`src/rtl/ls161_gen_counter.sv`:
```
// Parametrised LS161-style synchronous counter: modulo MOD_MAX+1, up/down,
// sync clear and load, ENT-gated combinational RCO and a registered WRAP pulse.
module ls161_gen_counter #(
  parameter int unsigned      WIDTH   = 4,
  parameter logic [WIDTH-1:0] MOD_MAX = {WIDTH{1'b1}},
  parameter logic [WIDTH-1:0] RST_VAL = '0
) (
  input  logic             CLK,
  input  logic             CLR_n,
  input  logic             SCLR_n,
  input  logic             LOAD_n,
  input  logic [WIDTH-1:0] D,
  input  logic             ENP,
  input  logic             ENT,
  input  logic             UP,
  output logic [WIDTH-1:0] Q,
  output logic             RCO,
  output logic             WRAP
);

  logic [WIDTH-1:0] q_q, q_d;
  logic             wrap_q, wrap_d;
  logic             count_en;
  logic             at_top;
  logic             at_zero;

  assign count_en = ENP & ENT;
  assign at_top   = (q_q >= MOD_MAX);
  assign at_zero  = (q_q == '0);

  // Next value: clear beats load beats count beats hold
  always_comb begin
    q_d    = q_q;
    wrap_d = 1'b0;
    if (!SCLR_n) begin
      q_d = '0;
    end else if (!LOAD_n) begin
      q_d = D;
    end else if (count_en) begin
      if (UP) begin
        if (at_top) begin
          q_d    = '0;
          wrap_d = 1'b1;
        end else begin
          q_d = q_q + WIDTH'(1);
        end
      end else begin
        if (at_zero) begin
          q_d    = MOD_MAX;
          wrap_d = 1'b1;
        end else begin
          q_d = q_q - WIDTH'(1);
        end
      end
    end
  end

  always_ff @(posedge CLK or negedge CLR_n) begin
    if (!CLR_n) begin
      q_q    <= RST_VAL;
      wrap_q <= 1'b0;
    end else begin
      q_q    <= q_d;
      wrap_q <= wrap_d;
    end
  end

  // Carry looks at exact equality with the terminal so cascaded stages chain via ENT
  assign RCO  = CLR_n & ENT & ((UP & (q_q == MOD_MAX)) | (~UP & at_zero));
  assign Q    = q_q;
  assign WRAP = wrap_q;

endmodule
```
`config.mk`:
```
export PLATFORM = sky130hd
export DESIGN_NAME = ls161_gen_counter
export DESIGN_NICKNAME = d
export VERILOG_FILES = /design/src/rtl/ls161_gen_counter.sv
export SDC_FILE = /design/constraint.sdc
export NUM_CORES = 1
export LEC_CHECK = 0
export CORE_AREA = 2 2 39 41
export CTS_BUF_LIST = sky130_fd_sc_hd__clkbuf_16
export CTS_CLUSTER_DIAMETER = 200
export DETAILED_ROUTE_END_ITERATION = 12
export DIE_AREA = 0 0 41 43
export GPL_ROUTABILITY_DRIVEN = 0
export PLACE_DENSITY = 0.65
export SLEW_MARGIN = 20
export SYNTH_ARGS = -nofsm -noshare
export SYNTH_HDL_FRONTEND = slang
export SYNTH_SLANG_ARGS = --single-unit
```
`constraint.sdc`:
```
create_clock -name CLK -period 3.2 [get_ports CLK]
set_input_delay 0.96 -clock CLK [delete_from_list [all_inputs] [get_ports CLK]]
set_output_delay 0.96 -clock CLK [all_outputs]
set_load 0.1 [all_outputs]
```
# Word-level counts from Yosys, hierarchy flattened
# Cells that the tools add are included.
# word_totals
out_inout_bits	6
regBits	5
inputBits	11
elab_cells	27
# op_classes
n_eq_ne	2
n_mux	12
n_lt_le_gt_ge	1
addsub	2
reduce_logical	1
n_bitwise	7
# ops
cell	count
$mux 4	6
$mux 1	6
$and 1x1->1	5
$add 4x1->4 const B	1
$eq 4x4->1 const B	1
$ge 4x4->1 const B	1
$logic_not 4->1	1
$sub 4x1->4 const B	1
$ne 3x2->1 const B	1
$not 1->1	1
$or 1x1->1	1

# Depth between registers and ports, before layout
# Gate-level depths: netlist of the first run.
# depth
depth_word	6
mapped_depth	6
ltp_nobuf	6

# Worst setup path before layout of the first run
# No wires, ideal clock.
# synth_path
kind	flip-flop to output port
from	register q_q[0], in the netlist Q[0]
to	output RCO
path_stages_with_launch	5
n_path_buf	0
t_required_ns	2.240
setup_slack_ns	-0.144
arrival_ns	2.384
path_cell_list	dfrtp_1 ha_1 nand4_1 o31ai_1 and3_1
# synth_between
elab_chain_len	4
word_cells_on_any_way	6
cone_classes	1 x eq/ne; 4 x bitwise; 1 x reduce/logical
# synth_lines
item	line_no	source
start: declaration	21	logic [WIDTH-1:0] q_q, q_d;
start signal: assignment	63	q_q <= q_d;
$eq 4x4->1 or $logic_not 4->1 (tied branches)	69, 29	
$and 1x1->1	69	assign RCO = CLR_n & ENT & ((UP & (q_q == MOD_MAX)) | (~UP & at_zero));
$or 1x1->1 *	69	
$and 1x1->1 *	69	
end: declaration	17	output logic RCO,
# Mark *: on every way between the ends. The rest lies on a longest branch, timed or not.

# Worst setup path in the final report of the first run
# layout_path
from	input UP
to	output RCO
# layout_between
elab_chain_len	4
word_cells_on_any_way	5
cone_classes	5 x bitwise
# layout_lines
item	line_no	source
start: declaration	15	input logic UP,
$not 1->1	69	
$and 1x1->1	69	
$or 1x1->1 *	69	
$and 1x1->1 *	69	
# Marked as above.

==> out/qor.txt, run 1 <==
clk_skew: 0.00398 ns
Yosys top cell area share: 28.6%
final wirelength: 958 µm
R2R Path Start: Q[1]
Post-synth ARST share: 100%
drt first pass iters: 4
area of the core: 0.00138 mm²
nets@finish: 81
CP Data Required Time: 2.24 ns
Worst Tran Pin Value: 0.344 ns
Yosys cell types: 30
synthesized netlist cell count: 47
Slowest-stage cell, CP: clkdlybuf4s50_1
global-route wire length before repair: 1630 µm
CP startpoint: UP
Final TNS setup: 0 ns
Max Freq: 323 MHz
initial antenna violation count: 0
Mapped Nets: 61
Post-Synth XOR/XNOR Area: 4.00%
mux contribution to synthesized area: 5.71%
FF-to-FF setup slack: 1.72 ns
Post-CTS Hold Fix Bufs: 0
CP max stage delay: 0.44 ns
top cells by area, synth: dfrtp_1 (29%), ha_1 (8.6%), a21oi_1 (5.7%), buf_6 (5.1%), o211a_1 (4.6%)
final hold viol count: 0
Post-Synth Adder-Cell Area: 8.57%
Die ar.: 0.00176 mm²
most area-hungry cell type in the Yosys netlist: dfrtp_1
RR Endpoint: Q[3]
max_cap viols: 0
status: complete, no violations
Port Buf Inserts: 16
Vert. Die Dim: 43 µm
final worst slack: 0.107 ns
final slew viol count: 0
Buf/Inv on CP: 2
relative slew slack: 77.0%
Yosys warnings: 0
Multi-input gate area: 275 µm²
Startpoint Class: input pin
Yosys reg bits: 5
Main synth FF type: dfrtp_1
Post-Place Setup Slack: 0.0947 ns
share of cells above drive strength 1: 24.2%
Setup Fix Bufs, Post-CTS: 0
RSZ-0062 raised after global routing: no
via count: 428
H-tree depth: 1
Routed WL per cell: 11.7 µm
sequential cell area fraction in the yosys report: 28.6%
Fill cells: 131
post-cts sizing count: 0
vias in the first global route: 379
largest net degree at the start of global routing: 11
Initial Util: 31.6%
Power Density: 546 mW/mm²
CTS clk-pin slew, worst paths: 0.03 ns
final worst-path cycle share: 96.7%
DR DRC count: 0
cell area after synthesis: 438 µm²
Critical Path AT: 2.13 ns
Worst Path Max Fanout: 3
Clock Path Buffers: 2
mean post-synth cell area: 9.32 µm²
CTS tree: built
Hold WC Path Type: reg -> reg
Post-synth top cells: a21oi_1 (5), dfrtp_1 (5), ha_1 (3)
CTS root buf: clkbuf_16
Setup crit end: RCO
initial DRC count: 9
Compound-Gate Fraction of Synth Area: 25.7%
Num CTS Buffers: 3
leakage: 0.000314 µW
Layout area overhead: 56.3%
R2R cell count: 6
clk sink count: 5
Critical Path Sink Type: primary output
FP Rows: 14
cell family with most CP delay: buffers and inverters
WP depth: 4
Final Setup Violations: 0
worst path cell trace: clkdlybuf4s50_1 > o31ai_1 > and3_2 > buf_12
Inserted Diodes: 0
Tot GR Track Use: 13.8%
total gr overflow: 0
Detail Route Antenna Nets: 0
vias per cell: 5.22
Synth Area in Simple Gates: 18.6%
Die W: 41 µm
num ports: 17
register area: 126 µm²
final design utilization: 49.5%
Post-synth EDFFs: 0
worst hold path stage count: 2
peak supply drop: 320 µV
Crit Path Class: in -> out
Final Critical Period: 3.09 ns
main combinational cell family by area after synthesis: compound AO/OA/AOI/OAI gates
clk_lat worst skew: 0.23 ns
-- final cells by class --
| type | count | share of cell area [%] |
|---|---|---|
| multi-input cells | 36 | 40.2 |
| clock buffers | 3 | 11.0 |
| repair buffers | 18 | 25.2 |
| inverters | 3 | 1.65 |
| clock inverters | 1 | 0.548 |
| flip-flops and latches | 5 | 18.5 |
| well taps | 16 | 2.93 |
-- cell usage in the layout, fill, tap and decap left out, drive strengths merged --
cell type | synthesis | routed
nor4b | 1 | 1
and3 | 1 | 1
o211a | 2 | 2
ha | 3 | 3
o211ai | 1 | 1
dfrtp | 5 | 5
clkdlybuf4s50 | 0 | 10
nand4 | 1 | 1
o21ai | 2 | 2
and4 | 1 | 1
o311a | 1 | 1
and2 | 1 | 1
o31ai | 1 | 1
a22oi | 1 | 1
a21oi | 5 | 5
nand4b | 1 | 1
o21bai | 1 | 1
inv | 3 | 4
mux2 | 1 | 1
mux2i | 1 | 1
o21a | 1 | 1
nor2 | 1 | 1
buf | 3 | 8
clkbuf | 0 | 3
a31oi | 1 | 1
nor4 | 1 | 1
nor2b | 1 | 1
xnor2 | 2 | 2
nand2b | 2 | 2
nand2 | 2 | 2
-- through the flow --
step | total power [µW] | hold slack [ns] | instances | cell area (µm²)
floorplan | 144 | 0.664 | 47 | 440
global placement | 173 | 0.729 | 78 | 606
detailed placement | 173 | 0.741 | 78 | 606
CTS | 378 | 0.746 | 82 | 684
global route | 396 | 0.797 | 82 | 684
finish | 374 | 0.742 | 82 | 684
-- worst min-delay path, stage by stage (launching register included) --
cell and delay, ns:
dfrtp_1 0.45, nand4b_1 0.16, a22oi_1 0.09
-- power by group --
part | switching [µW] | internal (µW)
clock network | 40.1 | 162
registers | 7.39 | 67.8
logic | 58.3 | 38.6
-- routing by layer --
metal | routed length (µm) | global-route usage [%] | vias up | part of all wire, %
met4 | 0 | 2.00 | 0 | 0
met5 | 0 | 0 | - | 0
li1 | - | - | 216 | -
met1 | 442 | 18.3 | 201 | 46
met3 | 75 | 9.42 | 0 | 7.8
met2 | 440 | 18.8 | 11 | 46
-- logic make-up (layout without fill, tap and decap cells) --
| family | Yosys count | after routing |
|---|---|---|
| xor gates and xnor gates | 2 | 2 |
| muxes | 2 | 2 |
| buffers and inverters | 6 | 25 |
| adders and majority gates | 3 | 3 |
| AOI/OAI and AO/OA | 16 | 16 |
| DFF | 5 | 5 |
| and+or+nand+nor | 13 | 13 |
-- worst min path at each step --
| stage | start | endpoint | slack (ns) |
|---|---|---|---|
| 3_5_place_dp | Q[3] | Q[3] | 0.74 |
| 6_report | Q[3] | Q[3] | 0.74 |
| 3_3_place_gp | Q[3] | Q[3] | 0.73 |
| 2_1_floorplan | CLR_n | Q[0] | 0.66 |
| 5_1_grt | Q[0] | Q[0] | 0.80 |
| 4_1_cts | Q[3] | Q[3] | 0.75 |
-- flip-flops by register name (all words and copies together) (netlist names) --
signal  flops
Q           4
WRAP        1
Note: power is estimated with default switching activity, not from simulation.
==> inputs of run 2 (changes only) <==
Settings changed: CTS_CLUSTER_DIAMETER 200 to 30.
==> results of run 2 <==
The final DEF is identical to that of run 1; final timing and power are the same.
